## src/rtl/beta_mc_sequencer.sv

```systemverilog
// Multi-cycle FETCH/EXEC/MEM/WB sequencer for the Beta datapath.
// Interrupts are taken only after WB; memory stalls past TIMEOUT trap to ILLOP.
module beta_mc_sequencer #(
    parameter int TIMEOUT = 15,
    parameter int TW      = 4
) (
    input  logic        clk,
    input  logic        reset,
    input  logic        irq,
    input  logic        imem_ack,
    input  logic [31:0] imem_rdata,
    input  logic        dmem_ack,
    input  logic        cu_moe,
    input  logic        cu_mwr,
    input  logic        cu_werf,
    input  logic [2:0]  cu_pcsel,
    output logic        imem_req,
    output logic [31:0] ir,
    output logic        dmem_req,
    output logic        dmem_we,
    output logic        rf_we,
    output logic        pc_en,
    output logic [2:0]  pcsel,
    output logic        wasel_xp,
    output logic        bus_err,
    output logic [2:0]  state
);

    localparam logic [2:0] S_IDLE  = 3'd0;
    localparam logic [2:0] S_FETCH = 3'd1;
    localparam logic [2:0] S_EXEC  = 3'd2;
    localparam logic [2:0] S_MEM   = 3'd3;
    localparam logic [2:0] S_WB    = 3'd4;
    localparam logic [2:0] S_IRQ   = 3'd5;
    localparam logic [2:0] S_TRAP  = 3'd6;

    localparam logic [TW-1:0] TIMEOUT_CNT = TW'(TIMEOUT);
    localparam bit            TIMEOUT_ON  = (TIMEOUT != 0);

    logic [2:0]    state_reg, state_next;
    logic [31:0]   ir_reg;
    logic [TW-1:0] wait_reg;
    logic          bus_err_reg;
    logic          timed_out;

    // Ack has priority over the timeout, so a same-cycle ack completes normally.
    assign timed_out = TIMEOUT_ON && (wait_reg == TIMEOUT_CNT);

    always_comb begin
        state_next = state_reg;
        case (state_reg)
            S_IDLE:  state_next = S_FETCH;
            S_FETCH: begin
                if (imem_ack)       state_next = S_EXEC;
                else if (timed_out) state_next = S_TRAP;
            end
            S_EXEC:  state_next = (cu_moe || cu_mwr) ? S_MEM : S_WB;
            S_MEM: begin
                if (dmem_ack)       state_next = S_WB;
                else if (timed_out) state_next = S_TRAP;
            end
            S_WB:    state_next = irq ? S_IRQ : S_FETCH;
            S_IRQ:   state_next = S_FETCH;
            S_TRAP:  state_next = S_FETCH;
            default: state_next = S_IDLE;
        endcase
    end

    always_ff @(posedge clk or posedge reset) begin
        if (reset) begin
            state_reg   <= S_IDLE;
            ir_reg      <= '0;
            wait_reg    <= '0;
            bus_err_reg <= 1'b0;
        end else begin
            state_reg <= state_next;
            if (state_reg == S_FETCH && imem_ack)
                ir_reg <= imem_rdata;
            // Any state change restarts the count; this covers every entry to FETCH/MEM.
            if (state_next != state_reg)
                wait_reg <= '0;
            else if ((state_reg == S_FETCH || state_reg == S_MEM) && wait_reg != {TW{1'b1}})
                wait_reg <= wait_reg + 1'b1;
            if (state_reg == S_TRAP)
                bus_err_reg <= 1'b1;
        end
    end

    always_comb begin
        imem_req = (state_reg == S_FETCH);
        dmem_req = (state_reg == S_MEM);
        dmem_we  = (state_reg == S_MEM) && cu_mwr;
        rf_we    = ((state_reg == S_WB) && cu_werf) || (state_reg == S_IRQ) || (state_reg == S_TRAP);
        pc_en    = (state_reg == S_WB) || (state_reg == S_IRQ) || (state_reg == S_TRAP);
        wasel_xp = (state_reg == S_IRQ) || (state_reg == S_TRAP);
        case (state_reg)
            S_WB:    pcsel = cu_pcsel;
            S_IRQ:   pcsel = 3'b100;
            S_TRAP:  pcsel = 3'b011;
            default: pcsel = 3'b000;
        endcase
    end

    assign ir      = ir_reg;
    assign bus_err = bus_err_reg;
    assign state   = state_reg;

endmodule

```

## config.mk

```make
export PLATFORM = sky130hd
export DESIGN_NAME = beta_mc_sequencer
export DESIGN_NICKNAME = d
export VERILOG_FILES = /design/src/rtl/beta_mc_sequencer.sv
export SDC_FILE = /design/constraint.sdc
export NUM_CORES = 1
export LEC_CHECK = 0
export ABC_AREA = 1
export CORE_ASPECT_RATIO = 1.25
export CORE_MARGIN = 3
export CORE_UTILIZATION = 43
export CTS_CLUSTER_SIZE = 10
export DETAILED_ROUTE_END_ITERATION = 16
export GPL_ROUTABILITY_DRIVEN = 0
export MAX_ROUTING_LAYER = met4
export PLACE_DENSITY = 0.9
export SLEW_MARGIN = 40
export SYNTH_ARGS = -nofsm -noshare
export SYNTH_HDL_FRONTEND = slang
export SYNTH_SLANG_ARGS = --single-unit
```

## constraint.sdc

```tcl
create_clock -name clk -period 2.2 [get_ports clk]
set_clock_uncertainty 0.05 [all_clocks]
set_input_delay 0.44 -clock clk [delete_from_list [all_inputs] [get_ports clk]]
set_output_delay 0.44 -clock clk [all_outputs]
set_load 0.03 [all_outputs]
```

==> summary.md, run 1 <==
| Metric | Value |
|---|---|
| Register area | `0.00100 sq mm` |
| Starting Density | `45.8%` |
| Die height | `between 70 and 80 microns` |
| Worst stage delay on the critical path | `410 ps` |
| CP Class | `flip-flop to primary output` |
| Mapped Area | `0.00176 sq mm` |
| Most frequent CP cell | `nand2_1` |
| Area growth from synthesis to layout | `59.7%` |
| Power per cell area | `around 1500 mW/mm^2` |
| Mux cell area share after synthesis | `0%` |
| DR vias/cell | `~4.7` |
| Number of diodes | `0` |
| Inst Count DP | `354` |
| Hold Crit Depth | `1` |
| Setup Buffers After CTS | `0` |
| EDFF count, synth | `0` |
| CTS root buf | `clkbuf_8` |
| Ports | `88` |
| Synth Area in Simple Gates | `between 30% and 40%` |
| Row count | `25` |
| Clk slew on worst S/H paths | `about 80 ps` |
| Die Area | `0.00491 sq mm` |
| HPWL Detailed | `3410 microns` |
| Final Instance Count excl. Fillers | `between 300 and 400` |
| Critical path launch point type | `flip-flop` |
| Final Hold Slack | `approximately 410 ps` |
| Max VDD drop | `0.880 mV` |
| Cells along the critical path | `inv_2, nand2_1, nor2_1, inv_1, nand2_1, dlygate4sd2_1` |
| Status | `finished clean` |
| Clock buffer count from CTS | `5` |
| XOR/XNOR Fraction of Synth Area | `less than 1%` |
| Final setup violation count | `0` |
| Min-delay src | `wait_reg[0]` |
| GR Overflow Total | `0` |
| Total wire length | `4620 microns` |
| Worst Hold Endpoint | `wait_reg[0]` |
| R2R setup slack | `a little under 700 ps` |
| Net Count, Synth | `260` |
| Hold WC Path Type | `flip-flop to flip-flop` |
| Largest register FFs | `32` |
| Final Power | `4.27 mW` |
| Yosys warns | `0` |
| Worst EP required | `around 1700 ps` |
| Clock sinks | `40` |
| Insertion delay to the later sink of the worst-skew pair | `280 ps` |
| Die width | `63.3 microns` |
| Antenna violations before repair | `0` |
| Yosys top cell area share | `a little under three fifths` |
| Antenna viol nets, final | `0` |
| Clock buffer depth | `2` |
| Async SR Flop Fraction | `100%` |
| Synth area leader | `dfrtp_1` |
| Post-route clock period utilization | `93.8%` |
| Leak | `1.43 nW` |
| WP data arrival | `1570 ps` |
| Final #Nets | `about 350` |
| Slew Viols, Final | `0` |
| Adder-cell share of the synthesized area | `0.710%` |
| Tot GR Track Use | `around a fifth` |
| # DRC | `0` |
| First-pass GRT wire length | `7780 microns` |
| Post-Syn Instances | `216` |
| Sequential area share after synthesis | `56.8%` |
| Minimum clock period | `about 2100 ps` |
| #FFs+latches synth | `40` |
| Buffers on Ports | `87` |
| Placement Setup Slack | `130 ps` |
| Layout cells sized above 1 | `9.09%` |
| Number of max-cap violations | `0` |
| Setup TNS | `0 ps` |
| Setup WS post-layout | `137 ps` |
| Max Freq | `a little under 0.5 GHz` |
| Vias | `1,716` |
| Max-slew headroom | `66.6%` |
| Critical R2R Capture | `ir[0]` |
| Top FF cell, synth | `dfrtp_1` |
| CTS tree | `built` |
| Crit end category | `primary output` |
| Iteration count of the initial detailed-routing pass | `4` |
| # fillers | `approximately 290` |
| Synth top area cells | `dfrtp_1 (57%), nand2_1 (18%), nand3_1 (11%)` |
| Area of the core | `0.00385 sq mm` |
| Wire length per cell | `12.8 microns` |
| Vias in the first global route | `1,761` |
| Worst-margin pin slew | `roughly 500 ps` |
| Synth cell types | `17` |
| Critical-path cell with the highest stage delay | `dlygate4sd2_1` |
| Reg-to-Reg Start | `state[2]` |
| DRT iter0 DRCs | `75` |
| CP delay by family, top | `buffers and inverters` |
| Post-synthesis compound-gate area fraction | `less than 1%` |
| Largest family of logic cells by synthesized area | `simple AND/OR/NAND/NOR gates` |
| R2R depth | `5` |
| Post-Syn Area per Cell | `between 8 and 9 sq um` |
| Htree depth | `2` |
| Multi-input logic area | `about 650 sq um` |
| RSZ-0062 raised after global routing | `false` |
| Crit path buf inv count | `3` |
| CP max FO | `4` |
| Final Hold Fails | `0` |
| Largest net degree at the start of global routing | `between 40 and 50` |
[cells in the mapped netlist (4+ instances only)]
cell      instances
buf_2             6
clkbuf_1          4
dfrtp_1          40
inv_1            13
nand2_1          83
nand3_1          40
nor2_1           20
[layout make-up]
| cell class | instances | area share, % |
|---|---|---|
| flip-flops and latches | 40 | 35.6 |
| well taps | 54 | 2.40 |
| repair buffers | 96 | 32.7 |
| clock buffers | 6 | 2.93 |
| inverters | 14 | 1.87 |
| multi-input cells | 150 | 23.1 |
| clock inverters | 2 | 1.38 |
[metrics by stage]
| stage | cell area, sq um | util (%) |
|---|---|---|
| after floorplan | 1760 | - |
| after global placement | 2700 | 70.0 |
| after detailed placement | 2700 | 70.0 |
| after CTS | 2810 | 73.1 |
| after global routing | 2810 | 73.1 |
| final | 2810 | 73.1 |
[cells by family after synthesis]
group           Yosys count
compound gates            1
flops                    40
simple gates            146
xor+xnor                  2
buf+inv                  26
fa+ha+maj                 1
[timing repair]
action                     in CTS  in global routing
hold buffers                    0                  0
gates resized for setup         3                  1
setup endpoints to repair       3                  1
cloned                          0                  0
[worst max-delay path by stage]
stage / from / end / slack (ps) / cells after the start
2_1_floorplan: state[1] / dmem_we / 30 / 5
3_3_place_gp: state[1] / wasel_xp / 190 / 5
3_5_place_dp: state[1] / wasel_xp / 130 / 5
4_1_cts: state[1] / wasel_xp / 90 / 5
5_1_grt: state[0] / wasel_xp / 70 / 6
6_report: state[0] / wasel_xp / 140 / 6
[cell usage in the layout, fill, tap and decap left out, types with 3 or more instances in the layout]
cell / netlist / layout
nand2_1: 83 / 83
clkdlybuf4s50_1: 0 / 78
nand3_1: 40 / 40
dfrtp_1: 40 / 39
nor2_1: 20 / 20
buf_4: 1 / 15
inv_1: 13 / 13
clkbuf_8: 0 / 6
dlygate4sd2_1: 0 / 3
[report_power, final]
part,internal [mW],switching (mW)
combinational,0.936,1.46
clock,0.371,0.253
sequential,1.06,0.193
[per-layer routing]
| layer | vias to the layer above | GRT usage, % | routed length (microns) | share of wire, % |
|---|---|---|---|---|
| met5 | - | - | 0 | 0 |
| met1 | 794 | 22.4 | 1860 | 40 |
| met2 | 63 | 37.6 | 2490 | 54 |
| li1 | 851 | - | - | - |
| met4 | 0 | 4.75 | 76 | 1.6 |
| met3 | 8 | 3.04 | 199 | 4.3 |
Note: power is estimated with default switching activity, not from simulation.
==> run 2: changes to the inputs <==
--- a/config.mk
+++ b/config.mk
@@ -14,7 +14,6 @@
 export GPL_ROUTABILITY_DRIVEN = 0
 export MAX_ROUTING_LAYER = met4
 export PLACE_DENSITY = 0.9
-export SLEW_MARGIN = 40
 export SYNTH_ARGS = -nofsm -noshare
 export SYNTH_HDL_FRONTEND = slang
 export SYNTH_SLANG_ARGS = --single-unit
==> constraint.sdc (replaced) <==
create_clock -name clk -period 2.4 [get_ports clk]
set_clock_uncertainty 0.05 [all_clocks]
set_input_delay 0.48 -clock clk [delete_from_list [all_inputs] [get_ports clk]]
set_output_delay 0.48 -clock clk [all_outputs]
set_load 0.03 [all_outputs]
==> summary.md, run 2 (synthesized netlist as in run 1, its figures left out) <==
| Metric | Value |
|---|---|
| Number of max-cap violations | `0 (unchanged)` |
| RSZ-0062 raised after global routing | `false` |
| DR vias/cell | `4.68 (-1.3%)` |
| First-pass GRT wire length | `7710 microns (-0.80%)` |
| CTS tree | `built` |
| Crit end category | `primary output` |
| Final setup violation count | `0 (unchanged)` |
| Clock power share | `16.1% (+1.5 points)` |
| Clk slew on worst S/H paths | `70 ps (about the same)` |
| Power per cell area | `1400 mW/mm^2 (-7.8%)` |
| Tot GR Track Use | `20.6% (+0.47 points)` |
| Wire length per cell | `12.7 microns (-0.71%)` |
| Worst EP required | `1870 ps (+160 ps)` |
| Gate power share | `54.5% (-1.7 points)` |
| Final #Nets | `349 (-0.57%)` |
| Largest net degree at the start of global routing | `41 (unchanged)` |
| Hold WC Path Type | `flip-flop to flip-flop` |
| Switch share | `43.7% (-0.98 points)` |
| CTS root buf | `clkbuf_8` |
| DRT iter0 DRCs | `39 (-48%)` |
| # DRC | `0 (unchanged)` |
| Final Power | `3.96 mW (-7.3%)` |
| Vias in the first global route | `1,658 (-5.8%)` |
| Vias | `1,679 (-2.2%)` |
| Setup TNS | `0 ps (unchanged)` |
| Die width | `63.3 microns (unchanged)` |
| Status | `finished clean` |
| CP Class | `flip-flop to primary output` |
| Final Hold Fails | `0 (unchanged)` |
| Sw Pwr | `1.73 mW (-9.4%)` |
| GR Overflow Total | `0 (unchanged)` |
| Area growth from synthesis to layout | `60.5%` |
| Clock buffer count from CTS | `5 (unchanged)` |
| Row count | `25 (unchanged)` |
| Iteration count of the initial detailed-routing pass | `4 (unchanged)` |
| Critical path launch point type | `flip-flop` |
| Starting Density | `45.8% (unchanged)` |
| Leak | `1.46 nW (+2.5%)` |
| Antenna viol nets, final | `0 (unchanged)` |
| WP data arrival | `1770 ps (+200 ps)` |
| Clock buffer depth | `2 (unchanged)` |
| Most frequent cells in the layout | `nand2_1 (83), clkdlybuf4s50_1 (80), nand3_1 (40)` |
| CP max FO | `8 (+4)` |
| # fillers | `312 (+7.2%)` |
| Leading cell type in the layout, fill and taps excluded | `nand2_1` |
| Worst-margin pin slew | `485 ps (-16.6 ps)` |
| Layout cells sized above 1 | `6.89% (-2.2 points)` |
| Htree depth | `2 (unchanged)` |
| Minimum clock period | `2300 ps` |
| Insertion delay to the later sink of the worst-skew pair | `290 ps (about the same)` |
| Antenna violations before repair | `0 (unchanged)` |
| Area of the core | `0.00385 sq mm (unchanged)` |
| Die height | `77.6 microns (unchanged)` |
| Slew Viols, Final | `0 (unchanged)` |
| Total wire length | `4550 microns (-1.5%)` |
| Int Pwr | `2.23 mW (-5.7%)` |
| Post-route clock period utilization | `about 96%` |
| Max-slew headroom | `67.7% (+1.1 points)` |
| Clock sinks | `40 (unchanged)` |
| Max VDD drop | `0.758 mV (-14%)` |
| Max Freq | `0.436 GHz` |
| Ports | `88 (unchanged)` |
| Number of diodes | `0 (unchanged)` |
| HPWL Detailed | `3430 microns (+0.65%)` |
| Die Area | `0.00491 sq mm (unchanged)` |
| Reg power frac | `29.5% (+0.3 points)` |
| Largest register FFs | `32 (unchanged)` |
| Buffers on Ports | `87 (unchanged)` |
## run 2: changes by cell type in the layout (fill, tap and decap cells not counted), sizes merged
cell / change
dlymetal6s2s: +3
clkinv: -1
buf: -7
bufinv: +1
clkdlybuf4s50: +2
clkbuf: -1
## run 2: per-stage QoR
stage / util, % / instance area, sq um / cells / setup slack (ps) / hold slack [ps]
after floorplan: - / 1760 / 216 / 192 / 383
after global placement: 70.0 / 2690 / 352 / 107 / 396
after detailed placement: 70.0 / 2690 / 352 / 79.4 / 407
after CTS: 73.3 / 2820 / 359 / 52.2 / 417
after global routing: 73.5 / 2830 / 359 / 18.2 / 440
final: 73.5 / 2830 / 359 / 105 / 421
## run 2: worst paths after layout
path	start	to	slack, ps	cells past startpoint
max	state[1]	pc_en	100	4
min	ir[9]	ir[9]	420	2
max reg2reg	state[0]	ir[17]	940	6
min reg2reg	ir[9]	ir[9]	420	2
max in group asynchronous	reset	state[1]	1380	3
min in group asynchronous	reset	ir[8]	560	3
## run 2: cell type report
cell class,instances,area (sq um),area share (%)
clock inverters,2,60.1,2.12
clock buffers,5,68.8,2.43
well taps,54,67.6,2.39
flip-flops and latches,40,1000,35.5
repair buffers,94,925,32.7
inverters,14,52.6,1.86
multi-input cells,150,651,23.0
## run 2: power by group through the flow
stage               Clock [mW]  Sequential, mW  Combinational (mW)
floorplan                    0            1.69               0.758
global placement             0            1.16                2.16
detailed placement           0            1.17                2.19
CTS                      0.656            1.17                2.19
global route             0.679            1.21                2.32
finish                   0.636            1.17                2.16
## run 2: worst max-delay path, cell delays in order, from the launching register on
cell and delay, ps:
dfrtp_2 480, inv_1 140, nand2_1 100, nand2_1 70
clkdlybuf4s50_1 680
## run 2: timing repair
| action | CTS | global route |
|---|---|---|
| buffers inserted | 0 | 0 |
| hold buffers | 0 | 0 |
| resized for setup | 5 | 3 |
| setup endpoints to repair | 3 | 3 |
## run 2: layer usage
metal | global-route usage, % | share of wire, % | vias to the layer above
met5 | - | 0 | -
met1 | 22.6 | 40 | 777
li1 | - | - | 848
met3 | 5.93 | 5.3 | 5
met2 | 36.4 | 54 | 49
met4 | 5.62 | 1.1 | 0
